## src/rtl/pipe_hazard_ctrl.sv

```systemverilog
// Pipeline hazard controller: load-use bubbles, branch flush sequencing, data-memory wait
// stalls with a sticky timeout flag, and saturating stall/flush statistics.
module pipe_hazard_ctrl #(
  parameter int unsigned FLUSH_CYCLES = 2,
  parameter int unsigned TIMEOUT      = 255,
  parameter int unsigned CNT_WIDTH    = 16
) (
  input  logic                 clk,
  input  logic                 reset,
  input  logic [4:0]           id_rs1,
  input  logic [4:0]           id_rs2,
  input  logic                 id_rs1_used,
  input  logic                 id_rs2_used,
  input  logic [4:0]           ex_rd,
  input  logic                 ex_is_load,
  input  logic [4:0]           mem1_rd,
  input  logic                 mem1_is_load,
  input  logic                 br_taken,
  input  logic                 dmem_busy,
  input  logic                 clr_stats,
  output logic                 stall_if,
  output logic                 stall_id,
  output logic                 stall_ex,
  output logic                 stall_mem,
  output logic                 flush_id,
  output logic                 flush_ex,
  output logic                 mem_timeout,
  output logic [CNT_WIDTH-1:0] stall_cycles,
  output logic [CNT_WIDTH-1:0] flush_events
);

  localparam logic [1:0] RUN      = 2'd0;
  localparam logic [1:0] FLUSH    = 2'd1;
  localparam logic [1:0] MEM_WAIT = 2'd2;

  localparam logic [3:0]           FL_RELOAD = 4'(FLUSH_CYCLES - 1);
  localparam logic [15:0]          WAIT_MAX  = '1;
  localparam logic [CNT_WIDTH-1:0] CNT_ONE   = CNT_WIDTH'(1);

  logic [1:0]           state_q, state_d;
  logic [3:0]           fl_cnt_q, fl_cnt_d;
  logic [15:0]          wait_cnt_q, wait_cnt_d;
  logic [15:0]          wait_inc;
  logic                 mem_timeout_q, mem_timeout_d;
  logic [CNT_WIDTH-1:0] stall_cnt_q, stall_cnt_d;
  logic [CNT_WIDTH-1:0] flush_cnt_q, flush_cnt_d;

  logic ex_hit, mem1_hit, luh;
  logic st_if, st_id, st_ex, st_mem, fl_id, fl_ex, flush_evt;

  // A load targeting x0 never produces a value anyone waits for.
  always_comb begin
    ex_hit   = ex_is_load && (ex_rd != 5'd0) &&
               ((id_rs1_used && (id_rs1 == ex_rd)) || (id_rs2_used && (id_rs2 == ex_rd)));
    mem1_hit = mem1_is_load && (mem1_rd != 5'd0) &&
               ((id_rs1_used && (id_rs1 == mem1_rd)) || (id_rs2_used && (id_rs2 == mem1_rd)));
    luh      = ex_hit || mem1_hit;
  end

  assign wait_inc = (wait_cnt_q == WAIT_MAX) ? WAIT_MAX : wait_cnt_q + 16'd1;

  always_comb begin
    state_d    = state_q;
    fl_cnt_d   = fl_cnt_q;
    wait_cnt_d = '0;
    st_if      = 1'b0;
    st_id      = 1'b0;
    st_ex      = 1'b0;
    st_mem     = 1'b0;
    fl_id      = 1'b0;
    fl_ex      = 1'b0;
    flush_evt  = 1'b0;

    case (state_q)
      FLUSH: begin
        if (dmem_busy) begin
          // Memory wait freezes the flush sequence but still counts toward timeout.
          {st_if, st_id, st_ex, st_mem} = 4'b1111;
          wait_cnt_d = wait_inc;
        end else begin
          fl_id = 1'b1;
          fl_ex = 1'b1;
          if (fl_cnt_q <= 4'd1) begin
            fl_cnt_d = '0;
            state_d  = RUN;
          end else begin
            fl_cnt_d = fl_cnt_q - 4'd1;
          end
        end
      end

      // RUN, MEM_WAIT and the unused encoding share the run-time priority decode.
      default: begin
        if (dmem_busy) begin
          {st_if, st_id, st_ex, st_mem} = 4'b1111;
          wait_cnt_d = (state_q == MEM_WAIT) ? wait_inc : 16'd1;
          state_d    = MEM_WAIT;
        end else if (br_taken) begin
          fl_id     = 1'b1;
          fl_ex     = 1'b1;
          flush_evt = 1'b1;
          if (FLUSH_CYCLES > 1) begin
            state_d  = FLUSH;
            fl_cnt_d = FL_RELOAD;
          end else begin
            state_d  = RUN;
            fl_cnt_d = '0;
          end
        end else if (luh) begin
          // Bubble: hold IF/ID, clear EX so the consumer waits one slot per cycle.
          st_if   = 1'b1;
          st_id   = 1'b1;
          fl_ex   = 1'b1;
          state_d = RUN;
        end else begin
          state_d = RUN;
        end
      end
    endcase
  end

  always_comb begin
    mem_timeout_d = mem_timeout_q || (32'(wait_cnt_d) >= TIMEOUT);
  end

  always_comb begin
    stall_cnt_d = stall_cnt_q;
    flush_cnt_d = flush_cnt_q;
    if (clr_stats) begin
      stall_cnt_d = '0;
      flush_cnt_d = '0;
    end else begin
      if (st_if && (stall_cnt_q != '1)) begin
        stall_cnt_d = stall_cnt_q + CNT_ONE;
      end
      if (flush_evt && (flush_cnt_q != '1)) begin
        flush_cnt_d = flush_cnt_q + CNT_ONE;
      end
    end
  end

  always_ff @(posedge clk or negedge reset) begin
    if (!reset) begin
      state_q       <= RUN;
      fl_cnt_q      <= '0;
      wait_cnt_q    <= '0;
      mem_timeout_q <= 1'b0;
      stall_cnt_q   <= '0;
      flush_cnt_q   <= '0;
    end else begin
      state_q       <= state_d;
      fl_cnt_q      <= fl_cnt_d;
      wait_cnt_q    <= wait_cnt_d;
      mem_timeout_q <= mem_timeout_d;
      stall_cnt_q   <= stall_cnt_d;
      flush_cnt_q   <= flush_cnt_d;
    end
  end

  // The combinational controls must drop the moment reset asserts, not at the next edge.
  assign stall_if     = reset & st_if;
  assign stall_id     = reset & st_id;
  assign stall_ex     = reset & st_ex;
  assign stall_mem    = reset & st_mem;
  assign flush_id     = reset & fl_id;
  assign flush_ex     = reset & fl_ex;
  assign mem_timeout  = mem_timeout_q;
  assign stall_cycles = stall_cnt_q;
  assign flush_events = flush_cnt_q;

endmodule

```

## config.mk

```make
export PLATFORM = sky130hd
export DESIGN_NAME = pipe_hazard_ctrl
export DESIGN_NICKNAME = d
export VERILOG_FILES = /design/src/rtl/pipe_hazard_ctrl.sv
export SDC_FILE = /design/constraint.sdc
export NUM_CORES = 1
export LEC_CHECK = 0
export CAP_MARGIN = 5
export CORE_MARGIN = 4
export CORE_UTILIZATION = 28
export DETAILED_ROUTE_END_ITERATION = 7
export SLEW_MARGIN = 25
export SYNTH_ARGS = -nofsm -noshare
export SYNTH_HDL_FRONTEND = slang
export SYNTH_SLANG_ARGS = --single-unit
```

## constraint.sdc

```tcl
create_clock -name clk -period 1.9 [get_ports clk]
set_input_delay 0.38 -clock clk [delete_from_list [all_inputs] [get_ports clk]]
set_output_delay 0.38 -clock clk [all_outputs]
set_load 0.01 [all_outputs]
```

Word level (Yosys, flattened, before mapping)
Cells that the tools add are included.
- flip-flop bits (word level): 55
- input bits: 29
- output and inout bits: 39
- word-level logic and storage cells: 81
- $add $sub $neg: 4
- $lt $le $gt $ge: 2
- eq/ne operators: 11
- muxes and demuxes: 32
- bitwise gates (word level): 5
- reduce and logical (&&, ||, !) cells: 21
- operators by type and width (kind ; number):
    two-way mux 16 bit ; 9
    adder 16 x 1 -> 16 bit (second input constant) ; 3
    != test 16 bit (second input constant) ; 2
    equality test 5 bit ; 4
    two-way mux 4 bit ; 5
    equality test 16 bit (second input constant) ; 1
    greater-or-equal comparator 16 x 8 -> 1 bit (second input constant) ; 1
    two-way mux 1 bit ; 14
    logical AND 1 bit ; 10
    nonzero test 5 bit ; 2
    two-way mux 2 bit ; 4
    nonzero test 2 bit ; 3
    bitwise AND 1 bit ; 4
    <= comparator 4 x 1 -> 1 bit (second input constant) ; 1
    logical OR 1 bit ; 4
    != test 2 bit (second input constant) ; 2
    AND reduction 2 bit ; 2
    subtractor 4 x 1 -> 4 bit (second input constant) ; 1
    equality test 2 x 1 -> 1 bit (second input constant) ; 1
    equality test 2 bit (second input constant) ; 1
    NOT 1 bit ; 1

Longest topological paths before layout
Gate-level depths: netlist of run 1.
- depth after elaboration: 12
- gate-level depth with buffers: 8
- gate-level depth less buffers: 7

Least setup slack after synthesis of run 1
No wires, ideal clock.
- kind: reg2reg
- start point: reg stall_cnt_q[0] (netlist: stall_cycles[0])
- end point: reg stall_cnt_q[0] (netlist: stall_cycles[0])
- library setup time: 0.125 ns
- data arrival time: 1.975 ns
- data required time: 1.775 ns
- setup slack: -0.200 ns
- stages on the path, launching flop included: 8
- buffers on the path: 1
- clock period less this slack: 2.100 ns
- path through: dfrtp_1 ha_1 nand2_2 nor3_2 a31oi_1 buf_2 a21oi_1 mux2_2
- word-level cells in the longest chain between the ends: 3
- elaborated cells on any way between the ends: 6
- classes of those cells: 1 x add/sub; 1 x eq/ne; 2 x mux; 2 x reduce/logical
- RTL lines (element ; RTL line ; source):
    start: declaration ; 45 ; logic [CNT_WIDTH-1:0] stall_cnt_q, stall_cnt_d;
    start signal: assignment ; 155 ; stall_cnt_q <= stall_cnt_d;
    adder 16 x 1 -> 16 bit or != test 16 bit (tied branches) ; 134, 133 ;
    two-way mux 16 bit or logical AND 1 bit (tied branches) ; 133 ; if (st_if && (stall_cnt_q != '1)) begin
    two-way mux 16 bit or nonzero test 2 bit (tied branches) ; -- ;
Several ways; a longest one is shown, not always the timed one. The select of a mux whose other input is x is not followed.
A chain may end at the register's enable or synchronous reset.

Final worst setup path of run 1
- start point: in ex_rd[2]
- end point: out flush_ex
- word-level cells in the longest chain between the ends: 10
- elaborated cells on any way between the ends: 14
- classes of those cells: 2 x eq/ne; 4 x mux; 1 x bitwise; 7 x reduce/logical
- RTL lines (element ; RTL line ; source):
    start: declaration ; 14 ; input logic [4:0] ex_rd,
    equality test 5 bit ; 54 ; ((id_rs1_used && (id_rs1 == ex_rd)) || (id_rs2_used && (id_rs2 == ex_rd)));
    logical AND 1 bit ; 54 ;
    logical OR 1 bit ; 54 ;
    logical AND 1 bit * ; 53 ; ex_hit = ex_is_load && (ex_rd != 5'd0) &&
    logical OR 1 bit * ; 57 ; luh = ex_hit || mem1_hit;
    two-way mux 1 bit * ; 109 ; end else if (luh) begin
    two-way mux 1 bit * ; 98 ; end else if (br_taken) begin
    two-way mux 1 bit * ; 94 ; if (dmem_busy) begin
    two-way mux 1 bit * ; 74 ; case (state_q)
    bitwise AND 1 bit * ; 166 ; assign flush_ex = reset & fl_ex;
    end: declaration ; 26 ; output logic flush_ex,
Every way passes the cells marked *; elsewhere a longest branch is shown, timed or not.

==> impl_metrics.json, run 1 <==
{
  "status": "complete, but fails checks",
  "violations": "setup timing",
  "grt_usage_pct": 14.6,
  "ys_types": 65,
  "setup_viol": 17,
  "n_antenna_cell": 0,
  "grt_pass1_vias": 3850,
  "finalHoldViolCount": 0,
  "synth_top_cell_area_share_pct": 36.7,
  "io_pins": 68,
  "p_comb_share_pct": 25.6,
  "seq_area_frac_synth_pct": 36.7,
  "die-area_sq_um": 15300,
  "cts_tree": "done",
  "grt_first_pass_wirelength_mm": 18.0,
  "avgSynthCellArea_sq_um": 9.12,
  "seqPwrFrac_pct": 42.0,
  "die_y_um": 124,
  "ir_drop_v": 0.000358,
  "synth_common_cells": "55 x dfrtp_1, 37 x a21oi_1, 29 x nor2_1",
  "io_buffers": 67,
  "grt_overflow": 0,
  "cts.path.max_buffers": 2,
  "power_switching_mw": 0.935,
  "gp_congestion": 0.862,
  "fin_nets": 590,
  "ant_nets": 0,
  "drt_wl_total_mm": 11.1,
  "place_area_sq_um": 5200,
  "vias": 3746,
  "fin_total_pwr_mw": 3.03,
  "area_growth_syn_to_layout_pct": 53.3,
  "fin_area_sq_um": 5750,
  "initial_core_util_pct": 28.4,
  "p_per_area_nw_per_um2": 527,
  "path_clk_slew_ns": 0.07,
  "fin_crit_sh_pct": 119,
  "cts_made_buffers": 5,
  "yosysTopAreaCell": "dfrtp_1",
  "whs_ns": 0.114,
  "cp-start-kind": "input port",
  "syn_area_sq_um": 3750,
  "synth_ff_type": "dfrtp_1",
  "tightest_slew_ns": 0.426,
  "drtIter0Drc": 231,
  "power_leakage_nw": 2.34,
  "synth_warnings": 0,
  "async_reset_ff_share_pct": 100,
  "insertion_delay_ns": 0.30,
  "end_kind": "primary output",
  "dp.final_hpwl_mm": 8.28,
  "clock-sinks": 55,
  "swShare_pct": 30.8,
  "max_freq_ghz": 0.444,
  "min_path_type": "input port to asynchronous set/reset pin",
  "critPathRequiredTime_ns": 1.52,
  "grt_start_max_net_pins": 32,
  "syn_nets": 445,
  "wl_per_cell_um": 15.1,
  "netlist_instances": 411,
  "core-area_sq_um": 13200,
  "clock-skew-final_ns": 0.0119,
  "rows": 42,
  "grt_setup_unrepaired": "true",
  "finalMaxSlewViolations": 0,
  "drt_pass1_iterations": 4,
  "cts-hold-fix-buffers": 0,
  "relSlewSlack_pct": 71.2,
  "grt_antenna_before_repair": 0,
  "htree_levels": 2,
  "route.detailed.drc": 0,
  "cap_violations": 0,
  "die_x_um": 124,
  "p_int_mw": 2.10,
  "setup_ws_ns": -0.353,
  "yosys-top-cells-area": "dfrtp_1 37%, xor2_1 6.3%, a21oi_1 4.9%, nand3_1 3.6%, o311ai_2 3.5%",
  "criticalPathCategory": "input port to primary output",
  "synth.most_common_cell": "dfrtp_1",
  "crit_fanout": 3,
  "via_per_inst": 5.11,
  "tns_ns": -2.10,
  "synth-edff-count": 0,
  "p_clk_share_pct": 32.4,
  "cp-startpoint": "ex_rd[2]",
  "r2r-start": "stall_cycles[0]",
  "drive_above_1_share_pct": 33.2,
  "finalCriticalPeriod_ns": 2.25,
  "ys_ff_latch": 55,
  "worstPathArrival_ns": 1.87,
  "root_buffer": "clkbuf_16"
}
-- final timing paths --
path                               endpoint  slack, ns  cells past startpoint
max in group asynchronous   flush_events[7]       1.36                      2
max                                flush_ex      -0.35                      7
max reg2reg                stall_cycles[11]      -0.01                      8
min in group clk                mem_timeout       0.52                      2
min                           wait_cnt_q[1]       0.11                      2
min reg2reg                     mem_timeout       0.52                      2
-- cell type report --
cell class / count / area [sq um]
fillers: 1238 / 7440
multi-input cells: 325 / 2570
repair buffers: 161 / 1400
flip-flops and latches: 55 / 1380
well taps: 176 / 220
clock buffers: 5 / 125
inverters: 8 / 30.0
clock inverters: 3 / 23.8
-- state kept, by name, indices dropped and copies added, names as in the netlist --
| register | count |
|---|---|
| flush_events | 16 |
| stall_cycles | 16 |
| wait_cnt_q | 16 |
| fl_cnt_q | 4 |
| state_q | 2 |
| mem_timeout | 1 |
-- per-layer routing --
layer | part of all wire [%] | up-vias | GRT usage (%)
met3 | 3.7 | 21 | 2.68
li1 | - | 1819 | -
met5 | 0 | - | 0
met1 | 43 | 1815 | 18.2
met2 | 51 | 91 | 25.0
met4 | 2.4 | 0 | 5.54
-- what timing repair did --
action                     4_1_cts  5_1_grt
cloned                           0        0
pin swaps                       30       21
setup endpoints to repair       27       27
gates resized for setup        120       50
buffers inserted                 7        6
-- power by group through the flow --
stage          Sequential [mW]  Combinational (mW)  Clock, mW
5_1_grt                   1.28               0.861       1.05
2_1_floorplan             1.30               0.341          0
3_5_place_dp              1.30               0.716          0
4_1_cts                   1.27               0.739       1.01
3_3_place_gp              1.29               0.696          0
6_report                  1.27               0.777      0.981
-- worst max-delay path: stages --
cell	delay, ns
buf_4	0.12
or4_4	0.51
o21ai_4	0.16
o22ai_4	0.11
buf_6	0.13
o311a_4	0.32
buf_6	0.13
-- cell families after synthesis --
kind of cell,count (synthesis),synth area share [%]
buffers and inverters,31,3.74
multiplexers,4,1.10
adder cells (fa/ha/maj),5,1.67
XOR/XNOR,38,8.88
AND/OR/NAND/NOR,179,27.2
AO/OA/AOI/OAI,99,20.8
flip-flops,55,36.7
-- cell usage in the layout (no fill, tap or decap), types with 6 or more instances in the layout --
cell | netlist | final
nor3_1 | 10 | 9
dfrtp_1 | 55 | 55
and3_1 | 7 | 6
xnor2_1 | 11 | 11
a21oi_1 | 37 | 34
nand3_1 | 27 | 27
o311ai_4 | 2 | 11
a31oi_1 | 7 | 6
nand4_1 | 8 | 8
o21ai_0 | 11 | 11
buf_2 | 3 | 10
clkdlybuf4s50_1 | 0 | 38
buf_6 | 0 | 16
nor4b_1 | 6 | 6
nand2b_1 | 19 | 19
xor2_1 | 27 | 22
nor4_1 | 12 | 7
inv_1 | 8 | 8
buf_4 | 2 | 85
and2_1 | 6 | 6
nor2_1 | 29 | 27
nand2_1 | 24 | 24
-- through the flow --
step | instances | utilization (%) | setup WS, ns
6_report | 733 | 43.6 | -0.353
3_5_place_dp | 712 | 39.5 | -1.11
3_3_place_gp | 712 | 39.5 | -1.08
4_1_cts | 727 | 41.7 | -0.368
2_1_floorplan | 411 | - | -0.0923
5_1_grt | 733 | 43.6 | -0.394
Note: power is estimated with default switching activity, not from simulation.
==> run 2, diff against run 1 <==
--- a/config.mk
+++ b/config.mk
@@ -7,7 +7,7 @@
 export LEC_CHECK = 0
 export CAP_MARGIN = 5
 export CORE_MARGIN = 4
-export CORE_UTILIZATION = 28
+export CORE_UTILIZATION = 26
 export DETAILED_ROUTE_END_ITERATION = 7
 export SLEW_MARGIN = 25
 export SYNTH_ARGS = -nofsm -noshare
==> constraint.sdc (replaced) <==
create_clock -name clk -period 2.1 [get_ports clk]
set_input_delay 0.42 -clock clk [delete_from_list [all_inputs] [get_ports clk]]
set_output_delay 0.42 -clock clk [all_outputs]
set_load 0.01 [all_outputs]
==> run 2 against run 1 <==
  * The run still ends with setup timing left
  * Design area decreased by 8.8%
  * Global-route usage decreased by 1.3 points
  * Critical path depth increased by 2
  * Count of clock-buffer cells in the layout increased by 1
  * Hold slack got worse by 0.011 ns
  * Clock skew decreased by 0.0084 ns
  * Register-to-register slack improved by 0.12 ns
  * Cell count decreased by 4.5%
  * Power decreased by 9.2%
  * Via count decreased by 3.0%
  * Critical endpoint is now stall_id
  * Largest power group unchanged
==> impl_metrics.json, run 2 (synthesis results as in run 1) <==
{
  "cts.path.max_buffers": 2,
  "initial_core_util_pct": 26.8,
  "final_common_cell": "dfrtp_1",
  "ant_nets": 0,
  "drt_wl_total_mm": 10.9,
  "end_kind": "primary output",
  "grt_start_max_net_pins": 50,
  "vias": 3635,
  "grt_overflow": 0,
  "power_switching_mw": 0.770,
  "dp.final_hpwl_mm": 8.04,
  "relSlewSlack_pct": 55.6,
  "grt_usage_pct": 13.4,
  "grt_first_pass_wirelength_mm": 18.0,
  "seqPwrFrac_pct": 42.2,
  "tightest_slew_ns": 0.666,
  "wl_per_cell_um": 15.6,
  "status": "complete, but fails checks",
  "finalHoldViolCount": 0,
  "cts_made_buffers": 5,
  "swShare_pct": 28.0,
  "final_cell_mix": "55 x dfrtp_1, 54 x buf_4, 38 x clkdlybuf4s50_1",
  "io_buffers": 67,
  "critPathRequiredTime_ns": 1.68,
  "die-area_sq_um": 16400,
  "finalCriticalPeriod_ns": 2.27,
  "clock-sinks": 55,
  "drtIter0Drc": 273,
  "grt_antenna_before_repair": 0,
  "core-area_sq_um": 14000,
  "io_pins": 68,
  "p_int_mw": 1.98,
  "gp_congestion": 0.883,
  "max_freq_ghz": 0.441,
  "die_x_um": 128,
  "fin_total_pwr_mw": 2.75,
  "die_y_um": 128,
  "tns_ns": -0.475,
  "worstPathArrival_ns": 1.85,
  "min_path_type": "input port to asynchronous set/reset pin",
  "p_per_area_nw_per_um2": 525,
  "root_buffer": "clkbuf_16",
  "drive_above_1_share_pct": 26.0,
  "fin_nets": 553,
  "n_antenna_cell": 0,
  "finalMaxSlewViolations": 0,
  "drt_pass1_iterations": 5,
  "area_growth_syn_to_layout_pct": 39.8,
  "path_clk_slew_ns": 0.07,
  "crit_fanout": 2,
  "whs_ns": 0.103,
  "fin_crit_sh_pct": 108,
  "final_util_pct": 37.5,
  "clock-skew-final_ns": 0.00353,
  "ir_drop_v": 0.000300,
  "p_comb_share_pct": 22.0,
  "insertion_delay_ns": 0.30,
  "via_per_inst": 5.19,
  "grt_setup_unrepaired": "true",
  "power_leakage_nw": 2.09,
  "criticalPathCategory": "input port to primary output",
  "p_clk_share_pct": 35.8,
  "route.detailed.drc": 0,
  "htree_levels": 2,
  "grt_pass1_vias": 3782,
  "fillers": 1414,
  "cap_violations": 0,
  "setup_viol": 3,
  "rows": 43,
  "violations": "setup timing",
  "cts_tree": "done",
  "cp-start-kind": "input port",
  "setup_ws_ns": -0.169
}
[run 2: cell types whose count changed in the layout (fill, tap and decap cells not counted), moves of 2 or more]
cell             change
and2_1               -2
nor3_4               -2
and2_4               +2
clkbuf_2             +2
buf_6               -12
o311ai_0             +3
ha_2                 -2
o311ai_2             +6
buf_8                +3
o311ai_4             -9
buf_4               -31
ha_1                 +2
clkdlybuf4s15_1      -2
[run 2: stage by stage]
stage                     setup slack, ns  area [sq um]  cells
after detailed placement           -0.976          4960    688
final                              -0.169          5240    700
after floorplan                  0.000332          3750    411
after global placement             -0.915          4960    688
after CTS                          -0.220          5230    700
after global routing               -0.254          5240    700
[run 2: worst max-delay path, cell delays in order]
cell	delay [ns]
buf_8	0.11
xor2_2	0.17
nor4_2	0.30
a32oi_2	0.17
o22ai_4	0.22
buf_6	0.14
a21oi_2	0.05
nor2b_2	0.13
buf_2	0.15
[run 2: worst paths after layout]
| check | start | to | slack [ns] | cells after the start |
|---|---|---|---|---|
| worst max-delay path | id_rs2[0] | stall_id | -0.17 | 9 |
| worst min-delay path | reset | stall_cycles[11] | 0.10 | 2 |
| worst max register to register | stall_cycles[3] | stall_cycles[10] | 0.11 | 6 |
| worst min register to register | mem_timeout | mem_timeout | 0.53 | 2 |
| max in group asynchronous | reset | stall_cycles[15] | 1.31 | 2 |
| min in group clk | mem_timeout | mem_timeout | 0.53 | 2 |
[run 2: power by group through the flow]
| stage | combinational, mW | sequential, mW | clock [mW] |
|---|---|---|---|
| floorplan | 0.299 | 1.18 | 0 |
| global placement | 0.573 | 1.18 | 0 |
| detailed placement | 0.588 | 1.18 | 0 |
| CTS | 0.606 | 1.16 | 1.02 |
| global route | 0.675 | 1.17 | 1.05 |
| finish | 0.605 | 1.16 | 0.986 |
[run 2: layout make-up]
class / instances / area, sq um / share of cell area, %
tap: 180 / 225 / 4.30
multi-input combinational: 325 / 2360 / 45.0
clock inverter: 2 / 35.0 / 0.668
inverter: 8 / 30.0 / 0.573
sequential: 55 / 1380 / 26.3
timing repair buffer: 124 / 1080 / 20.6
clock buffer: 6 / 139 / 2.65
[run 2: metal layers]
metal	share of wire, %	track usage (%)	vias to the layer above
met1	43	15.8	1769
met5	0	0	-
met2	49	23.2	107
met4	2.2	5.12	0
met3	5.1	3.42	17
li1	-	-	1742
[run 2: repair_timing]
action	CTS	global route
gates resized for setup	117	15
setup buffers	3	0
pin swaps	20	12
endpoints found under the hold margin	2	0
hold buffers	1	0
setup endpoints to repair	26	25
